## config.mk

```make
export PLATFORM = sky130hd
export DESIGN_NAME = score_tracker
export DESIGN_NICKNAME = d
export VERILOG_FILES = /design/src/rtl/score_tracker.sv
export SDC_FILE = /design/constraint.sdc
export NUM_CORES = 1
export LEC_CHECK = 0
export CORE_MARGIN = 2
export CORE_UTILIZATION = 40
export DETAILED_ROUTE_END_ITERATION = 6
export GPL_ROUTABILITY_DRIVEN = 1
export GPL_TIMING_DRIVEN = 0
export PLACE_DENSITY = 0.73
export SKIP_LAST_GASP = 1
export SYNTH_ARGS = -nofsm -noshare
export SYNTH_HDL_FRONTEND = slang
export SYNTH_SLANG_ARGS = --single-unit
```

## constraint.sdc

```tcl
create_clock -name clk -period 3.7 [get_ports clk]
set_input_delay 0.74 -clock clk [delete_from_list [all_inputs] [get_ports clk]]
set_output_delay 0.74 -clock clk [all_outputs]
set_load 0.01 [all_outputs]
```

## src/rtl/score_tracker.sv

```systemverilog
// Snake game score keeper: counts apples, tracks the high score, flags game over.
// Optional SCORE_TRACKER_RESTART_EN: a fresh apple after game over starts a new game.
module score_tracker #(
    parameter logic [6:0] MAX_SCORE = 7'd99
) (
    input  logic       clk,
    input  logic       nRst,
    input  logic       goodColl,
    input  logic       badColl,
    output logic [6:0] currScore,
    output logic [6:0] highScore,
    output logic       isGameComplete
);

    logic [6:0] curr_score_q, curr_score_d;
    logic [6:0] high_score_q, high_score_d;
    logic       done_q, done_d;
    logic       good_prev_q, good_prev_d;
    logic       good_edge;

    always_comb begin
        curr_score_d = curr_score_q;
        done_d       = done_q;
        good_prev_d  = goodColl;
        good_edge    = goodColl & ~good_prev_q;

        if (!done_q) begin
            if (badColl) begin
                done_d = 1'b1;
            end else if (good_edge && (curr_score_q < MAX_SCORE)) begin
                curr_score_d = curr_score_q + 7'd1;
                // compare before add so the win check never needs an 8th bit
                if (curr_score_q == MAX_SCORE - 7'd1) begin
                    done_d = 1'b1;
                end
            end
        end
`ifdef SCORE_TRACKER_RESTART_EN
        else if (good_edge && !badColl) begin
            curr_score_d = 7'd0;
            done_d       = 1'b0;
        end
`endif

        high_score_d = (curr_score_d > high_score_q) ? curr_score_d : high_score_q;
    end

    always_ff @(posedge clk) begin
        if (nRst) begin
            curr_score_q <= 7'd0;
            high_score_q <= 7'd0;
            done_q       <= 1'b0;
            good_prev_q  <= 1'b0;
        end else begin
            curr_score_q <= curr_score_d;
            high_score_q <= high_score_d;
            done_q       <= done_d;
            good_prev_q  <= good_prev_d;
        end
    end

    assign currScore      = curr_score_q;
    assign highScore      = high_score_q;
    assign isGameComplete = done_q;

endmodule

```

# == After elaboration in Yosys (flattened, before gate mapping) ==
# Index checks and enable logic that the tools add are counted.
# word_totals
regBits,16
latchBits,0
ramBits,0
romBits,0
input_bits,4
out_inout_bits,15
word_cells,18
memories,0
# op_classes
addsub,1
multipliers,0
div_mod_pow,0
order_cmp,2
n_eq_ne,1
shifts,0
muxes,7
bitwise_logic,2
reduce_logical,1
# ops
cell,n
7-bit 2-to-1 mux,3
"7-bit by 1-bit adder with 7-bit output, second input constant",1
"7-bit == test, second input constant",1
7-bit greater-than comparator,1
"7-bit less-than comparator, second input constant",1
1-bit 2-to-1 mux,4
1-bit AND,1
1-bit logical AND,1
1-bit NOT,1

# == Longest topological paths before layout ==
# Gate-level depths: netlist of run 1.
# logic_depth
depth_word,7
ltp_mapped,10
depth_no_buf,9

# == Worst setup path after synthesis of run 1 ==
# OpenSTA, ideal clock, no wires.
# synth_timing
kind,input port to flip-flop
startpoint,input badColl
endpoint,"register high_score_q[1], in the netlist highScore[1]"
t_arrival_ps,2801
required_ps,3579
setup_slack_ps,778
path_stages,9
cell_sequence,nor4b_2 nand4_1 xor2_1 inv_1 ha_1 and3_1 nand2_1 o21ai_1 mux2_2
# synth_between
elab_chain_len,3
# synth_rtl
item,line_no,text
from (decl),9,"input logic badColl,"
7-bit 2-to-1 mux,28,if (badColl) begin
7-bit 2-to-1 mux,27,if (!done_q) begin
via curr_score_d[5],15,"logic [6:0] curr_score_q, curr_score_d;"
7-bit greater-than comparator,45,high_score_d = (curr_score_d > high_score_q) ? curr_score_d : high_score_q;
to (signal assigned),56,high_score_q <= high_score_d;
to (decl),16,"logic [6:0] high_score_q, high_score_d;"
# The timed path passes the listed nets, and every way through them passes these cells.
# A chain may end at the register's enable or synchronous reset.

# == Final worst setup path of run 1 ==
# layout_timing
startpoint,input badColl
endpoint,"register high_score_q[6], in the netlist highScore[6]"
# The elaborated chain is that of the path after synthesis.

==> run metrics, run 1 <==
status=completed; distinct cell type count after synthesis=37; Synth area leader=dfxtp_1; CP max stage delay=0.49 ns; Register Area=approximately 320 µm²; sequential power share=42.8%; critical path's slowest cell=nor4b_4; Final Setup Violations=0; starting density of the core=between 40% and 50%; Clock Pin Slew Worst Setup and Hold Paths=0.09 ns; core footprint=approximately 2200 µm²; largest net degree at the start of global routing=11; switch share=34.5%; row count=17; internal power=0.000305 W; fin. max-slew vios=0; Post-Synthesis Net Count=124; critical path's top delay family=simple AND/OR/NAND/NOR gates; share of cells above drive strength 1=roughly 5.3%; final number of hold-violating endpoints=0; R2R depth=9; combinational share of power=37.3%; Hold Path Depth=2; Clock Skew=0.00660 ns; PortBufs=18; Clock Tree Buf Depth=2; Required @ worst endpoint=3.87 ns; Die Area=2810 µm²; net switching power=0.000160 W; Worst Tran Pin Value=~0.59 ns; CTS tree=built; Critical R2R Capture=highScore[6]$_SDFFE_PP0N_; #FFs+latches synth=16; Syn. warnings=0; CP bufs+invs=2; RePlAce Congestion=about 0.87; Remaining DRCs=0; CTS root buf=clkbuf_4; power per cell area=just under 400 nW/µm²; worst vdd ir=0.295 mV; post-cts repair resize count=0; grt total ovfl=0; vias per cell=~5.7; ANT cells=0; clock buffer count from CTS=3; crit path cell chain=clkdlybuf4s50_1 -> nor4b_4 -> nand4_1 -> xor2_1 -> inv_1 -> ha_1 -> and4_1 -> nand2_1 -> o21ai_1 -> mux2_1; max-cap violation count=0; relative slew slack=59.6%; first-pass GRT wire length=3770 µm; via count=913; Post-CTS Setup Inserts=0; Fillers=209; Detail Placement HPWL=1620 µm; routed len/inst=~14 µm; Hold Path Origin=highScore[0]$_SDFFE_PP0N_; Syn Area/Cell=8.65 µm²; CP arrival=around 3.6 ns; EDFF count, synth=0; Post-layout nets=147; io pins=19; LEAKAGE=0.527 nW; cell count after synthesis=111; period utilization=93.0%; Synth Cell Area=960 µm²; sequential-to-total area share from yosys stat=roughly a third; Antenna Nets Post-Route=0; CP Class=in -> reg; WHS=0.494 ns; vias in the first global route=899; Max Clk Rate=291 MHz; hold_buf cts=0; Main synth FF type=dfxtp_1; Chip Width=53.0 µm; Crit Path Max Fanout=8; Layout Cells excl Fill=160; initial antenna violation count=0; post-synth top area share=33.4%; CP endpoint kind=register; area occupied by multi-input gates=just under 600 µm²; area growth from synthesis to layout=25.7%; DP Cell Count=157; ys async rst share=0%; R2R Path Start=isGameComplete$_SDFF_PP0_; Clk Latency, worst-skew pair=0.29 ns; Hold Path Class=reg -> reg; type of origin of the critical path=primary input; Tot GR Track Use=18.2%; worst hold endpoint=highScore[0]$_SDFFE_PP0N_; Min Clock Period, post-route=between 3 and 4 ns; Clock Power Share=roughly a fifth; top cells by area, synth=dfxtp_1, ha_1, inv_1; unrepaired setup endpoints after global routing=no; initial drt markers=35; Pre-antenna DRT Iters=4; R2R Setup Slk=0.87 ns; Die Y=53.0 µm; clock sink count=16; H-tree depth=1; DRT Wirelength=around 2200 µm
==> worst min-delay path, delay by kind of cell, from the launching register on <==
family	cells	cell delay, ns
multiplexers	1	0.06
AND/OR/NAND/NOR	1	0.06
flip-flops	1	0.34
==> stage by stage <==
stage	worst slack [ns]	area (µm²)	utilization, %	power, W	TNS (ns)
global route	0.0360	1210	54.0	0.000492	0
floorplan	0.778	960	-	0.000316	0
CTS	0.155	1200	53.6	0.000467	0
finish	0.260	1210	54.0	0.000465	0
global placement	-0.0818	1170	52.6	0.000370	-0.158
detailed placement	-0.101	1170	52.6	0.000372	-0.190
==> routing by layer <==
metal	wire [µm]	GRT usage (%)	vias to the layer above
li1	-	-	455
met1	1070	22.0	429
met2	996	30.2	25
met3	114	5.93	4
met4	34	5.98	0
met5	0	0	-
==> how the worst max path moves through the flow <==
stage	startpoint	end	slack, ns	cells after the start
6_report	badColl	highScore[6]$_SDFFE_PP0N_	0.26	10
5_1_grt	badColl	highScore[6]$_SDFFE_PP0N_	0.04	10
4_1_cts	badColl	highScore[6]$_SDFFE_PP0N_	0.16	10
3_5_place_dp	badColl	highScore[6]$_SDFFE_PP0N_	-0.10	10
3_3_place_gp	badColl	highScore[6]$_SDFFE_PP0N_	-0.08	10
2_1_floorplan	badColl	highScore[1]$_SDFFE_PP0N_	0.78	9
==> Yosys cell counts (2+ instances only) <==
cell type,instances
a21oi_1,6
nand2_1,6
xor2_1,3
ha_1,9
a221oi_1,3
nor2_1,9
and3_1,2
or3_1,2
o21ai_1,2
dfxtp_1,16
inv_1,14
nor4_1,2
o211ai_1,4
nand4_1,6
nand3_1,3
and2_1,2
clkbuf_1,2
==> registers in the layout, indices dropped and copies added (netlist names) <==
| name | count |
|---|---|
| currScore | 7 |
| isGameComplete | 1 |
| highScore | 7 |
| good_prev_q | 1 |
==> layout make-up <==
cell class	count	area share [%]
buffer	2	0.622
clock buffer	3	1.87
inverter	14	4.36
multi-input combinational	79	48.8
sequential	16	26.6
tap	28	2.90
timing repair buffer	18	14.9
==> power groups by stage <==
stage / logic (W) / clock network (W) / registers (W)
4_1_cts: 0.000171 / 0.0000969 / 0.000199
3_3_place_gp: 0.000168 / 0 / 0.000202
5_1_grt: 0.000191 / 0.000100 / 0.000201
3_5_place_dp: 0.000169 / 0 / 0.000203
6_report: 0.000173 / 0.0000926 / 0.000199
2_1_floorplan: 0.000109 / 0 / 0.000207
==> cells by family (layout without fill, tap and decap cells) <==
group                    after synthesis  in the layout  synth area share (%)
AO/OA/AOI/OAI                         26             26                  19.6
XOR/XNOR                               3              3                  2.74
adder cells (fa/ha/maj)                9              9                  11.7
buffers and inverters                 16             37                  6.26
flip-flops                            16             16                  33.4
multiplexers                           3              3                  3.39
AND/OR/NAND/NOR                       38             38                  22.9
==> cells in the final DEF, fill, tap and decap left out, drive strengths merged, types with 2 or more instances in the layout <==
cell type / instances
a21oi: 7
a221oi: 3
and2: 2
and3: 2
clkbuf: 5
clkdlybuf4s50: 18
dfxtp: 16
ha: 9
inv: 14
mux2: 2
nand2: 6
nand3: 3
nand4: 6
nor2: 9
nor4: 2
o211ai: 4
o21ai: 3
or3: 2
xor2: 3
No activity file was read; power rests on OpenSTA's default activity.
==> inputs of run 2 (changes only) <==
--- a/config.mk
+++ b/config.mk
@@ -5,12 +5,12 @@
 export SDC_FILE = /design/constraint.sdc
 export NUM_CORES = 1
 export LEC_CHECK = 0
-export CORE_MARGIN = 2
 export CORE_UTILIZATION = 40
 export DETAILED_ROUTE_END_ITERATION = 6
 export GPL_ROUTABILITY_DRIVEN = 1
 export GPL_TIMING_DRIVEN = 0
 export PLACE_DENSITY = 0.73
+export SETUP_SLACK_MARGIN = 0.05
 export SKIP_LAST_GASP = 1
 export SYNTH_ARGS = -nofsm -noshare
 export SYNTH_HDL_FRONTEND = slang
==> run metrics, run 2 (same netlist as run 1, synthesis figures left out) <==
fin. max-slew vios=0 (unchanged); area growth from synthesis to layout=27.1% (was 25.7%); type of origin of the critical path=primary input (unchanged); clock sink count=16 (unchanged); Chip Width=51.0 µm (was 53.0 µm); Total Power=0.000494 W (was 0.000465 W); unrepaired setup endpoints after global routing=no (unchanged); Min Clock Period, post-route=3.42 ns (was 3.44 ns); CTS tree=built (unchanged); Hold Path Class=reg -> reg (unchanged); GR Util met1=25.8% (was 22.0%); Worst Tran Pin Value=0.633 ns (was 0.590 ns); row count=17 (unchanged); core footprint=2230 µm² (unchanged); Final Setup Violations=0 (unchanged); final number of hold-violating endpoints=0 (unchanged); status=completed (unchanged); Fillers=218 (was 209); switch share=33.7% (was 34.5%); H-tree depth=1 (unchanged); internal power=0.000327 W (was 0.000305 W); net switching power=0.000167 W (was 0.000160 W); clock buffer count from CTS=3 (unchanged); Clk Latency, worst-skew pair=0.28 ns (was 0.29 ns); Post-CTS Setup Inserts=0 (unchanged); vias per cell=5.69 (was 5.71); Pre-antenna DRT Iters=4 (unchanged); Crit Path Max Fanout=8 (unchanged); io pins=19 (unchanged); CP endpoint kind=register (unchanged); initial drt markers=24 (was 35); vias in the first global route=866 (was 899); first-pass GRT wire length=3780 µm (was 3770 µm); Max Clk Rate=293 MHz (was 291 MHz); RePlAce Congestion=0.892 (was 0.872); starting density of the core=43.0% (unchanged); largest net degree at the start of global routing=11 (unchanged); area occupied by multi-input gates=588 µm² (unchanged); met3 global-route usage=2.98% (was 5.93%); combinational share of power=36.2% (was 37.3%); Post-layout nets=147 (unchanged); ANT cells=0 (unchanged); routed len/inst=13.7 µm (was 13.8 µm); Clock Power Share=23.5% (was 19.9%); fin area=1220 µm² (was 1210 µm²); Clock Skew=0.00260 ns (was 0.00660 ns); Clock Pin Slew Worst Setup and Hold Paths=0.09 ns (about the same); max-cap violation count=0 (unchanged); LEAKAGE=0.534 nW (was 0.527 nW); Remaining DRCs=0 (unchanged); WHS=0.491 ns (was 0.494 ns); Die Area=2600 µm² (was 2810 µm²); Register Area=320 µm² (unchanged); Antenna Nets Post-Route=0 (unchanged); met2 Use GR=28.9% (was 30.2%); Tot GR Track Use=19.1% (was 18.2%); relative slew slack=56.7% (was 59.6%); DRT Wirelength=2200 µm (was 2210 µm); grt total ovfl=0 (unchanged); Util after Layout=54.6% (was 54.0%); Clock Tree Buf Depth=2 (unchanged); PortBufs=18 (unchanged); Most Crowded Layer GR=met2 (unchanged); Die Y=51.0 µm (was 53.0 µm); sequential power share=40.2% (was 42.8%); worst vdd ir=0.298 mV (was 0.295 mV); Layout Cells excl Fill=161 (was 160); DP Area=1170 µm² (unchanged); power per cell area=405 nW/µm² (was 385 nW/µm²); commonest non-fill, non-tap cells in the layout=clkdlybuf4s50_1, dfxtp_1, inv_1 (unchanged); CTS root buf=clkbuf_4 (unchanged); via count=916 (was 913); Required @ worst endpoint=3.88 ns (was 3.87 ns); period utilization=92.4% (was 93.0%); CP Class=in -> reg (unchanged); DP Cell Count=157 (unchanged); commonest non-fill, non-tap cell in the layout=clkdlybuf4s50_1 (unchanged); CP arrival=3.60 ns (was 3.61 ns); share of cells above drive strength 1=6.02% (was 5.30%); Detail Placement HPWL=1670 µm (was 1620 µm); initial antenna violation count=0 (unchanged)
run 2: changes by cell type in the layout (fill, tap and decap cells not counted):
cell,previous run,this run
clkbuf_8,0,1
run 2: routing by layer:
layer	wire, µm	share of wire, %	vias to the layer above
li1	-	-	454
met1	1050	48	434
met2	1010	46	24
met5	0	0	-
met3	116	5.3	4
met4	31	1.4	0
run 2: area by class of cell:
| class | instances | share of cell area, % |
|---|---|---|
| Sequential cell | 16 | 26.3 |
| Tap cell | 28 | 2.87 |
| Clock buffer | 4 | 2.97 |
| Multi-Input combinational cell | 79 | 48.2 |
| Buffer | 2 | 0.615 |
| Timing Repair Buffer | 18 | 14.8 |
| Inverter | 14 | 4.31 |
run 2: worst paths after layout:
kind | startpoint | to | slack [ns] | depth (start not counted)
setup reg to reg | currScore[2]$_SDFF_PP0_ | highScore[1]$_SDFFE_PP0N_ | 0.82 | 10
setup / recovery | badColl | highScore[1]$_SDFFE_PP0N_ | 0.28 | 10
hold reg to reg | highScore[0]$_SDFFE_PP0N_ | highScore[0]$_SDFFE_PP0N_ | 0.49 | 2
hold / removal | highScore[0]$_SDFFE_PP0N_ | highScore[0]$_SDFFE_PP0N_ | 0.49 | 2
run 2: timing repair:
item / 4_1_cts / 5_1_grt
hold buffers: 0 / 0
endpoints found under the setup margin: 0 / 2
gates resized for setup: 0 / 1
run 2: power by group through the flow:
| stage | clock network, W | logic [W] | registers (W) |
|---|---|---|---|
| floorplan | 0 | 0.000109 | 0.000207 |
| global placement | 0 | 0.000168 | 0.000202 |
| detailed placement | 0 | 0.000174 | 0.000202 |
| CTS | 0.000121 | 0.000176 | 0.000198 |
| global route | 0.000128 | 0.000195 | 0.000201 |
| finish | 0.000116 | 0.000179 | 0.000199 |
run 2: stage by stage:
| stage | TNS, ns | setup slack, ns |
|---|---|---|
| after detailed placement | -0.265 | -0.138 |
| after CTS | 0 | 0.159 |
| final | 0 | 0.282 |
| after floorplan | 0 | 0.778 |
| after global placement | -0.152 | -0.0786 |
| after global routing | 0 | 0.150 |
run 2: critical path: stages:
cell	delay [ns]
clkdlybuf4s50_1	0.48
nor4b_4	0.47
nand4_1	0.16
xor2_1	0.28
inv_1	0.09
ha_1	0.33
and4_1	0.20
nand2_1	0.19
o21ai_1	0.28
mux2_2	0.38
==> inputs of run 3 (changes only) <==
--- a/config.mk
+++ b/config.mk
@@ -5,11 +5,12 @@
 export SDC_FILE = /design/constraint.sdc
 export NUM_CORES = 1
 export LEC_CHECK = 0
+export ABC_AREA = 1
 export CORE_UTILIZATION = 40
 export DETAILED_ROUTE_END_ITERATION = 6
 export GPL_ROUTABILITY_DRIVEN = 1
 export GPL_TIMING_DRIVEN = 0
-export PLACE_DENSITY = 0.73
+export PLACE_DENSITY = 0.65
 export SETUP_SLACK_MARGIN = 0.05
 export SKIP_LAST_GASP = 1
 export SYNTH_ARGS = -nofsm -noshare
==> run metrics, run 3 <==
period utilization=76.6% (was 92.4%); sequential-to-total area share from yosys stat=30.3% (was 33.4%); Layout Cells excl Fill=198 (was 161); Syn Area/Cell=7.24 µm² (was 8.65 µm²); ys async rst share=0% (unchanged); top cells by area, synth=dfxtp_1, nand2_1, ha_1 (was dfxtp_1, ha_1, inv_1); fin area=1310 µm² (was 1220 µm²); DP Cell Count=194 (was 157); unrepaired setup endpoints after global routing=no (unchanged); share of cells above drive strength 1=21.4% (was 6.02%); critical path's slowest cell=clkdlybuf4s50_1 (unchanged); row count=18 (was 17); Final Setup Violations=0 (unchanged); ANT cells=0 (unchanged); routed len/inst=10.4 µm (was 13.7 µm); Min Clock Period, post-route=2.83 ns (was 3.42 ns); Max Clk Rate=353 MHz (was 293 MHz); starting density of the core=42.7% (was 43.0%); commonest non-fill, non-tap cells in the layout=nand2_1, inv_1, clkdlybuf4s50_1 (was clkdlybuf4s50_1, dfxtp_1, inv_1); CP Class=in -> reg (unchanged); clock buffer count from CTS=3 (unchanged); power per cell area=458 nW/µm² (was 405 nW/µm²); PortBufs=18 (unchanged); RePlAce Congestion=0.834 (was 0.892); #FFs+latches synth=16 (unchanged); Remaining DRCs=0 (unchanged); cell with the most instances after synthesis=nand2_1 (was dfxtp_1); fin. max-slew vios=0 (unchanged); H-tree depth=1 (unchanged); Clock Pin Slew Worst Setup and Hold Paths=0.10 ns (was 0.09 ns); post-cts repair resize count=0 (unchanged); worst vdd ir=0.276 mV (was 0.298 mV); crit path cell chain=clkdlybuf4s50_1 -> inv_2 -> nor2_8 -> inv_1 -> a21oi_4 -> nand4_1 -> nand2_1 -> inv_1 -> ha_1 -> nand2_1 -> nor2_1 -> nand3b_1 -> nand2_1 -> buf_6 -> a21oi_1 -> nand2_1 -> inv_1 (was clkdlybuf4s50_1 -> nor4b_4 -> nand4_1 -> xor2_1 -> inv_1 -> ha_1 -> and4_1 -> nand2_1 -> o21ai_1 -> mux2_2); DRT Wirelength=2050 µm (was 2200 µm); CP max stage delay=0.47 ns (was 0.48 ns); max-cap violation count=0 (unchanged); core footprint=2480 µm² (was 2230 µm²); Main synth FF type=dfxtp_1 (unchanged); distinct cell type count after synthesis=21 (was 37); CTS tree=built (unchanged); Worst Tran Pin Value=0.491 ns (was 0.633 ns); post-synth top area share=30.3% (was 33.4%); Post-layout nets=182 (was 147); hold_buf cts=0 (unchanged); first-pass GRT wire length=3480 µm (was 3780 µm); setup TNS=0 ns (unchanged); final number of hold-violating endpoints=0 (unchanged); CTS root buf=clkbuf_4 (unchanged); Pre-antenna DRT Iters=3 (was 4); relative slew slack=67.2% (was 56.7%); Clock Tree Buf Depth=2 (unchanged); cell count after synthesis=146 (was 111); most frequent cells after synthesis=nand2_1, inv_1, dfxtp_1 (was dfxtp_1, inv_1, ha_1, nor2_1); Required @ worst endpoint=3.89 ns (was 3.88 ns); WHS=0.512 ns (was 0.491 ns); area growth from synthesis to layout=24.0% (was 27.1%); grt total ovfl=0 (unchanged); Die Area=2850 µm² (was 2600 µm²); Fillers=255 (was 218); clock sink count=16 (unchanged); Chip Width=53.4 µm (was 51.0 µm); initial drt markers=17 (was 24); Clk Latency, worst-skew pair=0.29 ns (was 0.28 ns); via count=950 (was 916); DP Area=1270 µm² (was 1170 µm²); Post-Synthesis Net Count=159 (was 124); Hold Path Class=reg -> reg (unchanged); Syn. warnings=0 (unchanged); Tot GR Track Use=17.0% (was 19.1%); type of origin of the critical path=primary input (unchanged); vias per cell=4.80 (was 5.69); Most common cell on crit path=nand2_1; Total Power=0.000601 W (was 0.000494 W); Synth area leader=dfxtp_1 (unchanged); LEAKAGE=0.630 nW (was 0.534 nW); Die Y=53.4 µm (was 51.0 µm); Clock Skew=0.00950 ns (was 0.00260 ns); Detail Placement HPWL=1610 µm (was 1670 µm); vias in the first global route=887 (was 866); io pins=19 (unchanged); Crit Path Max Fanout=10 (was 8); Synth Cell Area=1060 µm² (was 960 µm²); commonest non-fill, non-tap cell in the layout=nand2_1 (was clkdlybuf4s50_1); initial antenna violation count=0 (unchanged); CP endpoint kind=register (unchanged); status=completed (unchanged); EDFF count, synth=0 (unchanged); Post-CTS Setup Inserts=0 (unchanged); CP arrival=3.03 ns (was 3.60 ns); Antenna Nets Post-Route=0 (unchanged); largest net degree at the start of global routing=11 (unchanged)
## run 3: power breakdown
| part | switching [W] | total, W | internal (W) |
|---|---|---|---|
| clock network | 0.0000586 | 0.000119 | 0.0000599 |
| registers | 0.0000126 | 0.000208 | 0.000195 |
| logic | 0.000150 | 0.000274 | 0.000125 |
| total | 0.000221 | 0.000601 | 0.000380 |
## run 3: path summary, 6_finish.rpt
| kind | startpoint | endpoint | slack, ns | cells after the start |
|---|---|---|---|---|
| setup reg to reg | currScore[1]$_SDFF_PP0_ | highScore[2]$_SDFFE_PP0N_ | 1.39 | 15 |
| hold reg to reg | currScore[6]$_SDFF_PP0_ | currScore[6]$_SDFF_PP0_ | 0.51 | 2 |
| setup / recovery | goodColl | highScore[2]$_SDFFE_PP0N_ | 0.87 | 17 |
| hold / removal | currScore[6]$_SDFF_PP0_ | currScore[6]$_SDFF_PP0_ | 0.51 | 2 |
## run 3: cell families after synthesis
family	share of synthesized area, %
AO/OA/AOI/OAI	6.75
adder cells (fa/ha/maj)	10.7
buffers and inverters	11.0
flip-flops	30.3
AND/OR/NAND/NOR	41.3
## run 3: metal layers
| metal | global-route usage (%) | routed length (µm) | up-vias | part of all wire (%) |
|---|---|---|---|---|
| met5 | 0 | 0 | - | 0 |
| met4 | 8.77 | 12 | 0 | 0.58 |
| met3 | 2.87 | 54 | 2 | 2.6 |
| met2 | 27.5 | 999 | 10 | 49 |
| met1 | 21.1 | 987 | 443 | 48 |
| li1 | - | - | 495 | - |
## run 3: area by class of cell
| type | count | area, µm² | area share (%) |
|---|---|---|---|
| buffer | 2 | 15.0 | 1.15 |
| clock buffer | 4 | 36.3 | 2.77 |
| inverter | 27 | 101 | 7.73 |
| multi-input combinational | 101 | 621 | 47.3 |
| sequential | 16 | 320 | 24.4 |
| tap | 30 | 37.5 | 2.86 |
| timing repair buffer | 18 | 180 | 13.7 |
## run 3: critical path: cells and delay by family
family / cells / cell delay (ns)
AO/OA/AOI/OAI: 2 / 0.28
adder cells (fa/ha/maj): 1 / 0.27
buffers and inverters: 6 / 0.87
AND/OR/NAND/NOR: 8 / 0.88
## run 3: per-stage QoR
stage	setup slack, ns	util (%)
2_1_floorplan	1.31	-
3_3_place_gp	0.591	51.5
4_1_cts	0.876	52.9
5_1_grt	0.599	52.9
3_5_place_dp	0.554	51.5
6_report	0.866	52.9
==> RTL edit (settings of run 1) <==
The option `SCORE_TRACKER_RESTART_EN` is turned on by a define.
--- a/src/rtl/score_tracker.sv
+++ b/src/rtl/score_tracker.sv
@@ -2,2 +2,4 @@
 // Optional SCORE_TRACKER_RESTART_EN: a fresh apple after game over starts a new game.
+`define SCORE_TRACKER_RESTART_EN
+
 module score_tracker #(
Formal check against the unedited RTL: not equivalent (Yosys sat finds a counterexample within 4 cycles, from zero or initial values and one cycle with nRst high).
==> RTL edit against run 1 <==
Critical path depth did not move; final area grew 0.41%; worst hold slack worse by 19 ps; clock power hardly changed; area after synthesis fell by 0.78%; die area down 0.72%; clock skew grew 1.5 ps; sequential cell count is the same; worst setup slack worse by 59 ps; power rose by 1.2%; wire length grew 3.0%; sequential share of layout area down 0.11 points; first-iteration DRC count is 26% lower; critical endpoint is now highScore[4]; largest power group unchanged.
==> RTL edit: results (changes against run 1) <==
Logic synthesis
  • Synth Area in Compound Gates: 0.256 (+0.0607)
  • Area share of fa/ha/maj cells after synthesis: 0.118 (+0.000925)
  • Synth unique cells: 41 (+11%)
  • Top post-synthesis cells by count: 16 x dfxtp_1, 9 x ha_1, 9 x inv_1, 8 x a21oi_1, 8 x nor2_1
  • Syn_area_per_cell: 8.98 um2 (+3.9%)
  • Post-Synth XOR/XNOR Area: 0 (-0.0274)
  • Area contributors post-synth: dfxtp_1 34%, ha_1 12%, a211oi_1 4.7%, a21oi_1 4.2%, nor2b_1 3.9%
  • Seq/Total Area, Yosys: 0.336 (+0.00263)

Global route
  • Vias in the first global route: 846 (-5.9%)
  • First-pass GRT wire length: 3710 um (-1.6%)
  • Tot GR Track Use: 0.181 (-0.000809)

Placement
  • DP Wirelength: 1690 um (+4.3%)
  • Placed Instances: 152 (-3.2%)
  • Area after DPL: 1170 um2 (-0.64%)
  • Dpl ws: -168 ps (-66.8 ps)
  • GP Congestion: 0.827 (-5.2%)

Drt
  • Violation count after the first detailed-route iteration: 26 (-26%)
  • DRT Wirelength: 2280 um (+3.0%)
  • Routed length per instance: 14.5 um (+5.0%)
  • Routed wl met2: 1120 um (+12%)

Power and ir drop
  • P_leak: 0.474 nW (-10%)
  • Power in combinational cells: 180 uW (+4%)
  • Logic pwr share: 0.383 (+0.010)
  • Worst VDD drop: 226 uV (-23%)
  • Sw Share: 0.348 (+0.00305)

Cells and area
  • Post-layout nets: 144 (-2.0%)
  • Layout cell share with drive strength beyond 1: 0.109 (+0.0555)

Hold path
  • Hold_sp: highScore[6]
  • Hold Path End: highScore[6]

Worst setup path
  • FF-to-FF End: highScore[4]
  • Crit path max fanout: 7 (-1)
  • Reg2reg path depth: 12 (+3)
  • Crit path capture: highScore[4]
  • Worst path arrival time: 3690 ps (+80 ps)
  • Reg2reg setup slack: 520 ps (-350 ps)

Status
  • Outcome: finished clean

Timing
  • Crit path time final: 3500 ps (+58.6 ps)
  • Worst hold margin: 475 ps (-19.2 ps)
  • Clk_skew: 8.07 ps (+1.47 ps)
RTL edit: changes by cell type in the layout (fill, tap and decap cells not counted), moves of 3 or more:
cell and change:
nor2b_1 +5, xor2_1 -3, a221oi_1 -3, o211ai_1 -4, nand4_1 -5, inv_1 -5
a211oi_1 +5
RTL edit: cell type report:
| cell class | count | area [um2] |
|---|---|---|
| Fill cell | 208 | 1020 |
| Multi-Input combinational cell | 79 | 589 |
| Sequential cell | 16 | 320 |
| Timing Repair Buffer | 20 | 195 |
| Tap cell | 28 | 35.0 |
| Inverter | 9 | 33.8 |
| Clock buffer | 3 | 22.5 |
| Buffer | 2 | 15.0 |
RTL edit: layer usage:
metal  GRT usage  vias to the layer above
met1       0.215                      420
met2       0.306                       23
met4      0.0726                        0
li1            -                      436
met3      0.0486                        2
met5           0                        -
RTL edit: critical path, cell delays in order:
cell and delay (ps):
clkdlybuf4s50_1 490, or4b_4 590, or4_4 510, nand3_2 110
ha_1 120, and4_1 190, a21boi_1 310, o31a_1 340
nor2_1 70, a211oi_1 230
